`src/rtl/wb_trace_fifo_if.sv`:
```
// Regfile write-port snoop and drain-side handshake for the trace FIFO.
// master = producer/consumer side, slave = the FIFO itself.
interface wb_trace_fifo_if #(
  parameter int DATA_W = 32,
  parameter int REG_W  = 5,
  parameter int TS_W   = 16
);
  logic                           wr_en;
  logic [REG_W-1:0]               wr_reg;
  logic [DATA_W-1:0]              wr_data;
  logic                           out_valid;
  logic                           out_ready;
  logic [TS_W+REG_W+DATA_W-1:0]   out_entry;

  modport master (
    output wr_en, wr_reg, wr_data, out_ready,
    input  out_valid, out_entry
  );

  modport slave (
    input  wr_en, wr_reg, wr_data, out_ready,
    output out_valid, out_entry
  );
endinterface

```
`src/rtl/wb_trace_fifo.sv`:
```
// Timestamped capture FIFO for regfile writes, drained through a show-ahead
// valid/ready port. Drops are counted (saturating) and flagged sticky.
module wb_trace_fifo #(
  parameter int DEPTH  = 16,
  parameter int ADDR_W = 4,
  parameter int DATA_W = 32,
  parameter int REG_W  = 5,
  parameter int TS_W   = 16
) (
  input  logic              i_clock,
  input  logic              i_reset,
  input  logic              i_enable,
  input  logic              i_clear,
  wb_trace_fifo_if.slave    bus,
  output logic [ADDR_W:0]   o_count,
  output logic              o_full,
  output logic              o_overflow,
  output logic [15:0]       o_drop_count
);

  localparam int ENTRY_W = TS_W + REG_W + DATA_W;
  localparam logic [ADDR_W:0] FULL_CNT = (ADDR_W+1)'(DEPTH);

  function automatic logic [15:0] sat_inc(input logic [15:0] v);
    return (v == 16'hFFFF) ? v : v + 16'd1;
  endfunction

  logic [ENTRY_W-1:0] r_mem [DEPTH];
  logic [ADDR_W-1:0]  r_wr_ptr;
  logic [ADDR_W-1:0]  r_rd_ptr;
  logic [ADDR_W:0]    r_count;
  logic [TS_W-1:0]    r_ts;
  logic               r_overflow;
  logic [15:0]        r_drop_count;

  logic w_event, w_empty, w_full, w_pop, w_push, w_drop;

  assign w_event = i_enable & bus.wr_en & (bus.wr_reg != '0);
  assign w_empty = (r_count == '0);
  assign w_full  = (r_count == FULL_CNT);
  assign w_pop   = ~w_empty & bus.out_ready;
  // A full FIFO still accepts an event when the head leaves on the same edge.
  assign w_push  = w_event & (~w_full | w_pop);
  assign w_drop  = w_event & ~w_push;

  // Storage is data only; validity is carried entirely by r_count.
  always_ff @(posedge i_clock) begin
    if (w_push && !i_clear)
      r_mem[r_wr_ptr] <= {r_ts, bus.wr_reg, bus.wr_data};
  end

  always_ff @(posedge i_clock or negedge i_reset) begin
    if (!i_reset) begin
      r_wr_ptr     <= '0;
      r_rd_ptr     <= '0;
      r_count      <= '0;
      r_ts         <= '0;
      r_overflow   <= 1'b0;
      r_drop_count <= '0;
    end else begin
      r_ts <= r_ts + TS_W'(1);
      if (i_clear) begin
        r_wr_ptr     <= '0;
        r_rd_ptr     <= '0;
        r_count      <= '0;
        r_overflow   <= 1'b0;
        r_drop_count <= '0;
      end else begin
        if (w_push) r_wr_ptr <= r_wr_ptr + ADDR_W'(1);
        if (w_pop)  r_rd_ptr <= r_rd_ptr + ADDR_W'(1);
        if (w_push && !w_pop)
          r_count <= r_count + (ADDR_W+1)'(1);
        else if (w_pop && !w_push)
          r_count <= r_count - (ADDR_W+1)'(1);
        if (w_drop) begin
          r_overflow   <= 1'b1;
          r_drop_count <= sat_inc(r_drop_count);
        end
      end
    end
  end

  assign bus.out_valid = ~w_empty;
  assign bus.out_entry = w_empty ? '0 : r_mem[r_rd_ptr];
  assign o_count       = r_count;
  assign o_full        = w_full;
  assign o_overflow    = r_overflow;
  assign o_drop_count  = r_drop_count;

endmodule

```
`src/flat_wrapper.sv`:
```
// flat-port wrapper written by rule: the top's interface ports become plain ports
module wb_trace_fifo_flat 
#(
  parameter int DEPTH  = 16,
  parameter int ADDR_W = 4,
  parameter int DATA_W = 32,
  parameter int REG_W  = 5,
  parameter int TS_W   = 16
)
  (i_clock, i_reset, i_enable, i_clear, o_count, o_full, o_overflow, o_drop_count, bus_wr_en, bus_wr_reg, bus_wr_data, bus_out_ready, bus_out_valid, bus_out_entry);
  wb_trace_fifo_if #(.DATA_W(DATA_W), .REG_W(REG_W), .TS_W(TS_W)) bus_i ();
  input  logic i_clock;
  input  logic i_reset;
  input  logic i_enable;
  input  logic i_clear;
  output logic [ADDR_W:0] o_count;
  output logic o_full;
  output logic o_overflow;
  output logic [15:0] o_drop_count;
  input wire logic [$bits(bus_i.wr_en)-1:0] bus_wr_en;
  input wire logic [$bits(bus_i.wr_reg)-1:0] bus_wr_reg;
  input wire logic [$bits(bus_i.wr_data)-1:0] bus_wr_data;
  input wire logic [$bits(bus_i.out_ready)-1:0] bus_out_ready;
  output wire logic [$bits(bus_i.out_valid)-1:0] bus_out_valid;
  output wire logic [$bits(bus_i.out_entry)-1:0] bus_out_entry;
  assign bus_i.wr_en = bus_wr_en;
  assign bus_i.wr_reg = bus_wr_reg;
  assign bus_i.wr_data = bus_wr_data;
  assign bus_i.out_ready = bus_out_ready;
  assign bus_out_valid = bus_i.out_valid;
  assign bus_out_entry = bus_i.out_entry;
  wb_trace_fifo #(.DEPTH(DEPTH), .ADDR_W(ADDR_W), .DATA_W(DATA_W), .REG_W(REG_W), .TS_W(TS_W)) u_core (.i_clock(i_clock), .i_reset(i_reset), .i_enable(i_enable), .i_clear(i_clear), .bus(bus_i), .o_count(o_count), .o_full(o_full), .o_overflow(o_overflow), .o_drop_count(o_drop_count));
endmodule
```
`config.mk`:
```
export PLATFORM = sky130hd
export DESIGN_NAME = wb_trace_fifo_flat
export DESIGN_NICKNAME = d
export VERILOG_FILES = /design/src/rtl/wb_trace_fifo_if.sv /design/src/rtl/wb_trace_fifo.sv /design/src/flat_wrapper.sv
export SDC_FILE = /design/constraint.sdc
export NUM_CORES = 1
export LEC_CHECK = 0
export ABC_CLOCK_PERIOD_IN_PS = 9400
export BUFFER_PORTS_ARGS = -buffer_cell sky130_fd_sc_hd__buf_2
export CAP_MARGIN = 25
export CORE_UTILIZATION = 45
export DETAILED_ROUTE_END_ITERATION = 16
export HOLD_SLACK_MARGIN = 0.05
export MAX_ROUTING_LAYER = met4
export SETUP_SLACK_MARGIN = 0.5
export SLEW_MARGIN = 20
export SYNTH_ARGS = -nofsm -noshare
export SYNTH_HDL_FRONTEND = slang
export SYNTH_SLANG_ARGS = --single-unit
export TNS_END_PERCENT = 30
```
`constraint.sdc`:
```
create_clock -name i_clock -period 9.4 [get_ports i_clock]
set_input_delay 0.47 -clock i_clock [delete_from_list [all_inputs] [get_ports i_clock]]
set_output_delay 0.47 -clock i_clock [all_outputs]
set_load 0.1 [all_outputs]
```
### After elaboration in Yosys (flattened, before gate mapping)

Memory sizes are Yosys's and may differ from the RTL's.
Cells that the tools add are included.

| cells by class | value |
|---|---|
| $add $sub $neg | 6 |
| bitwise gates (word level) | 9 |
| muxes and demuxes | 15 |
| equality and inequality tests | 3 |
| reduce and logical (&&, ||, !) cells | 13 |

Operator list:

| cell | count |
|---|---|
| 53-bit two-way mux | 1 |
| 16-bit two-way mux | 3 |
| 16-bit by 1-bit adder with 16-bit output, second input constant | 2 |
| 16-bit == test, second input constant | 1 |
| 4-bit two-way mux | 4 |
| 5-bit two-way mux | 3 |
| 4-bit by 1-bit adder with 4-bit output, second input constant | 2 |
| 2-bit nonzero test | 3 |
| 5-bit by 1-bit adder with 5-bit output, second input constant | 1 |
| 1-bit AND | 5 |
| 5-bit == test, second input constant | 1 |
| 5-bit logical NOT | 1 |
| 5-bit nonzero test | 1 |
| 5-bit by 1-bit subtractor with 5-bit output, second input constant | 1 |
| 1-bit two-way mux | 4 |
| 1-bit logical AND | 3 |
| 1-bit logical NOT | 3 |
| 1-bit NOT | 3 |
| 3-bit nonzero test | 1 |
| 2-bit inequality test, second input constant | 1 |
| 2-bit AND reduction | 1 |
| 1-bit OR | 1 |

| word-level totals | value |
|---|---|
| RAM bits | 848 |
| input bits | 43 |
| register bits after elaboration | 46 |
| memories kept | 1 |
| output and inout port bits | 77 |

Memories:

| name | depth | width | read ports | clocked after memory_dff | write ports | line | RTL |
|---|---|---|---|---|---|---|---|
| u_core.r_mem | 16 | 53 | 1 | 0 | 1 | wb_trace_fifo.sv:28 | `logic [ENTRY_W-1:0] r_mem [DEPTH];` |

### Depth between registers and ports, before layout

| logic depth | value |
|---|---|
| depth in word-level cells | 10 |
| mapped depth | 9 |
| mapped depth without buffers | 8 |

### Least setup slack after synthesis

Ideal clock, no wire load.

| path | value |
|---|---|
| kind | register -> register |
| from | reg u_core.r_count[0] (netlist: u_core.o_count[0]) |
| to | mem u_core.r_mem[3][0] (netlist name), enable pin |
| stages on the path, launching flop included | 6 |
| slack | 1.799 ns |
| data arrival time | 7.005 ns |
| library setup time | 0.596 ns |
| path through | dfrtp_1 -> or4_1 -> buf_2 -> nor3b_2 -> nor3_1 -> nor4bb_1 |

| on the way | value |
|---|---|
| word-level cells in the longest chain between the ends | 8 |
| elaborated cells between the ends (all ways) | 10 |
| those cells by class | eq/ne (1); mux (2); bitwise (5); reduce/logical (2) |

Ends and longest elaborated chain:

| element | line | RTL |
|---|---|---|
| start: declaration | wb_trace_fifo.sv:31 | `logic [ADDR_W:0] r_count;` |
| start signal: assignment | wb_trace_fifo.sv:72 | `r_count <= r_count + (ADDR_W+1)'(1);` |
| start signal: assignment | wb_trace_fifo.sv:74 | `r_count <= r_count - (ADDR_W+1)'(1);` |
| 5-bit logical NOT | wb_trace_fifo.sv:39 | `assign w_empty = (r_count == '0);` |
| 1-bit NOT | wb_trace_fifo.sv:41 | `assign w_pop = ~w_empty & bus.out_ready;` |
| 1-bit AND | wb_trace_fifo.sv:41 |  |
| 1-bit OR (*) | wb_trace_fifo.sv:43 | `assign w_push = w_event & (~w_full \| w_pop);` |
| 1-bit AND (*) | wb_trace_fifo.sv:43 |  |
| 1-bit logical AND (*) | wb_trace_fifo.sv:48 | `if (w_push && !i_clear)` |
| 1-bit two-way mux (*) | wb_trace_fifo.sv:48 |  |
| 1-bit two-way mux (not written as such) (*) | wb_trace_fifo.sv:49 | `r_mem[r_wr_ptr] <= {r_ts, bus.wr_reg, bus.wr_data};` |
| end: declaration | wb_trace_fifo.sv:28 |  |

Every way passes the cells marked *; elsewhere a longest branch is shown, timed or not.

### Worst setup path in the final report

| path | value |
|---|---|
| from | reg u_core.r_rd_ptr[1] |
| to | out bus_out_entry[33] |

| on the way | value |
|---|---|
| word-level cells in the longest chain between the ends | 2 |

Ends and longest elaborated chain:

| element | line | RTL |
|---|---|---|
| start: declaration | wb_trace_fifo.sv:30 | `logic [ADDR_W-1:0] r_rd_ptr;` |
| start signal: assignment | wb_trace_fifo.sv:70 | `if (w_pop) r_rd_ptr <= r_rd_ptr + ADDR_W'(1);` |
| memory 16 x 53 bit | - |  |
| 53-bit two-way mux | wb_trace_fifo.sv:84 | `assign bus.out_entry = w_empty ? '0 : r_mem[r_rd_ptr];` |
| end: declaration | flat_wrapper.sv:25 | `output wire logic [$bits(bus_i.out_entry)-1:0] bus_out_entry;` |

Every way passes these cells.

==> flow_summary_export.csv <==
group,metric,value,unit
synthesis,syn_nets,1632,
synthesis,ys_ff_latch,894,
synthesis,synth_warnings,0,
worst_hold_path,hold_depth,1,
routing,drtIter0Drc,1491,
sta,finalSetupViolCount,0,
worst_setup_path,startpoint_type,"register",
clocking,cts_tree,"yes",
synthesis,avgSynthCellArea,22.0,um^2
sta,setup_tns,0,ns
global_route,track_usage,20.6,%
routing,drt_wl_total,76.9,mm
place,hpwl,37.1,mm
synthesis,synthArstFlopShare,5.15,%
floorplan,dieWidth,280,um
routing,vias,16397,
floorplan,start_util,45.6,%
global_route,grt_max_degree,105,
power,power.density,288,mW/mm^2
power,p_switching,0.00397,W
global_route,grt_antenna_before_repair,5,
routing,wl_per_cell,26.9,um
clocking,clk_path_buf_depth,3,
worst_setup_path,reg2reg_from,"u_core.o_count[0]",
floorplan,std_cell_rows,101,
power,switching_share,34.6,%
final_layout,final_cell_mix,"848 x edfxtp_1, 212 x mux4_2, 119 x buf_2, 109 x mux2i_1, 96 x clkbuf_16",
power,irDropWorstVdd,409,uV
clocking,htree_levels,3,
sta,worst_slew_pin_slew,1.12,ns
worst_setup_path,cp_max_fo,58,
synthesis,synth-edff-count,848,
floorplan,ioPinCount,120,
final_layout,syn_to_final_growth,14.7,%
floorplan,dieHeight,280,um
worst_setup_path,required,8.93,ns
routing,drc,0,
global_route,grt_pass1_wl,113,mm
routing,dr_wl_met3,4.27,mm
power,p_leak,12.7,nW
worst_setup_path,timing_worst_setup_path_type,"reg2out",
power,pwr-share-comb,28.7,%
global_route,first_global_vias,17003,
final_layout,postLayoutCoreUtil,52.3,%
worst_setup_path,reg2reg_to,"u_core.r_mem[3][9]",
sta,finalHoldViolations,0,
clocking,cts_root_buffer,"clkbuf_16",
worst_hold_path,min_path_type,"in2reg",
worst_hold_path,min_to,"u_core.r_mem[15][1]",
sta,rsz0062_at_grt,"false",
routing,via_per_inst,5.74,
synthesis,synthCells,1577,
sta,period_needed,5.02,ns
place,routabilityCongestion,0.756,
power,clkPwrFrac,32.4,%
sta,max_slew_margin,25.3,%
power,pwr-share-seq,38.9,%
sta,fmax,199,MHz
sta,worst_hold_slack,0.192,ns
sta,period_share,53.4,%
global_route,globalRouteOverflowTotal,0,
clocking,clk_pin_slew,0.06,ns
clocking,cts_setup_buffers,0,
synthesis,synthDistinctLibCells,49,
clocking,cts_inserted_buffers,94,
synthesis,yosysSeqAreaShare,76.6,%
flow_run,drv_cap,0,
routing,m1WireLength,33.7,mm
synthesis,syn_area,0.0348,mm^2
sta,fin_worst_skew,0.0179,ns
floorplan,dieArea,0.0784,mm^2
routing,top_layer,"met4",
run_status,status,"completed",
worst_setup_path,reg2reg_depth,6,
place,port-buffer-count,119,
routing,detail-route-antenna-nets,0,
sta,maxSlewViolCount,0,
power,report.power.total,0.0115,W
final_layout,drive_gt1_share,29.4,%
floorplan,core-area,0.0762,mm^2
routing,wl_met2,37.5,mm
worst_hold_path,min-delay-start,"bus_wr_data[1]",
worst_setup_path,r2r_slack,5.77,ns
synthesis,synth-main-ff-cell,"edfxtp_1",
worst_setup_path,arrival,4.55,ns
clocking,clock_sinks,894,
clocking,insertion_delay,0.65,ns
routing,dr.pass1.iters,7,
final_layout,finalNetCount,1794,
worst_setup_path,cp-end-kind,"primary output",
final_layout,final_common_cell,"edfxtp_1",
power,p_int,0.00750,W
[routing by layer]
layer | vias up | track usage [%]
met4 | 0 | 5.25
met2 | 471 | 32.0
met1 | 8805 | 28.4
met3 | 108 | 3.74
li1 | 7013 | -
met5 | - | -
[cell usage after synthesis, types with 3 or more instances]
cell      number  share of area (%)
edfxtp_1     848                 73
mux4_2       212                 14
mux2i_1      109                3.1
o22ai_1       53               0.95
clkbuf_1      51               0.55
dfrtp_1       46                3.3
buf_2         28               0.40
nor2_1        20               0.22
and3_1        17               0.31
nand3_1       16               0.23
a21oi_1       14               0.20
nand2_1       14               0.15
xnor2_1       14               0.35
nor2b_1       13               0.23
ha_1          11               0.40
nor4_1        10               0.18
and2_1         8               0.14
mux2_1         8               0.26
nand4_1        8               0.14
or4_1          8               0.17
buf_1          7              0.076
inv_1          6              0.065
o31ai_1        6               0.13
and4_1         4               0.10
nand2b_1       4              0.072
o21ai_0        4              0.058
xor2_1         4               0.10
and4b_1        3              0.086
mux2_4         3               0.13
nand3b_1       3              0.065
o211ai_1       3              0.065
[flip-flops by register name (all words and copies together), names as in the netlist]
name                 flops
u_core.r_wr_ptr          4
u_core.o_drop_count     16
u_core.r_ts             16
u_core.o_count           5
u_core.r_mem           848
u_core.o_overflow        1
u_core.r_rd_ptr          4
[worst max-delay path, cell delays in order (launching register included)]
cell	delay (ns)
dfrtp_4	0.89
buf_4	0.72
buf_4	0.82
mux4_2	0.37
mux2i_1	0.08
o22ai_1	0.37
buf_2	0.51
[worst max path at each step]
stage	endpoint	cells after the start	slack, ns	from
floorplan	u_core.r_mem[3][0]	5	1.80	u_core.o_count[0]
global placement	bus_out_entry[16]	6	5.04	u_core.r_rd_ptr[0]
detailed placement	bus_out_entry[16]	6	5.04	u_core.r_rd_ptr[0]
CTS	bus_out_entry[16]	6	4.29	u_core.r_rd_ptr[0]
global route	bus_out_entry[16]	6	4.12	u_core.r_rd_ptr[0]
finish	bus_out_entry[33]	6	4.38	u_core.r_rd_ptr[1]
[what timing repair did]
item                                   CTS  global route
hold buffers                             1             0
gates resized for setup                  0             0
endpoints found under the hold margin   46             0
[power groups by stage]
stage	logic [W]	registers [W]	clock network, W
5_1_grt	0.00345	0.00447	0.00394
3_5_place_dp	0.00333	0.00455	0
2_1_floorplan	0.00269	0.00454	0
3_3_place_gp	0.00332	0.00455	0
4_1_cts	0.00334	0.00446	0.00379
6_report	0.00329	0.00446	0.00372
[final cells by class]
| cell class | count | area [um^2] |
|---|---|---|
| timing repair buffer | 152 | 898 |
| sequential | 894 | 26600 |
| multi-input combinational | 591 | 7880 |
| clock inverter | 62 | 644 |
| inverter | 6 | 22.5 |
| fill | 5902 | 36300 |
| antenna | 5 | 12.5 |
| tap | 1030 | 1290 |
| clock buffer | 115 | 2480 |
[per-stage QoR]
step                setup slack (ns)  cell area (um^2)  std cells
CTS                             4.29             39800       2849
global route                    4.12             39900       2854
global placement                5.04             36700       2670
finish                          4.38             39900       2855
detailed placement              5.04             36700       2671
floorplan                       1.80             34800       1577
[logic make-up after synthesis]
logic type      share of synthesized area, %
fa+ha+maj                              0.454
compound gates                          1.66
flops                                   76.6
buf+inv                                 1.09
mux                                     17.4
xor+xnor                               0.454
simple gates                            2.38
Power figures use the tool's default switching activity.
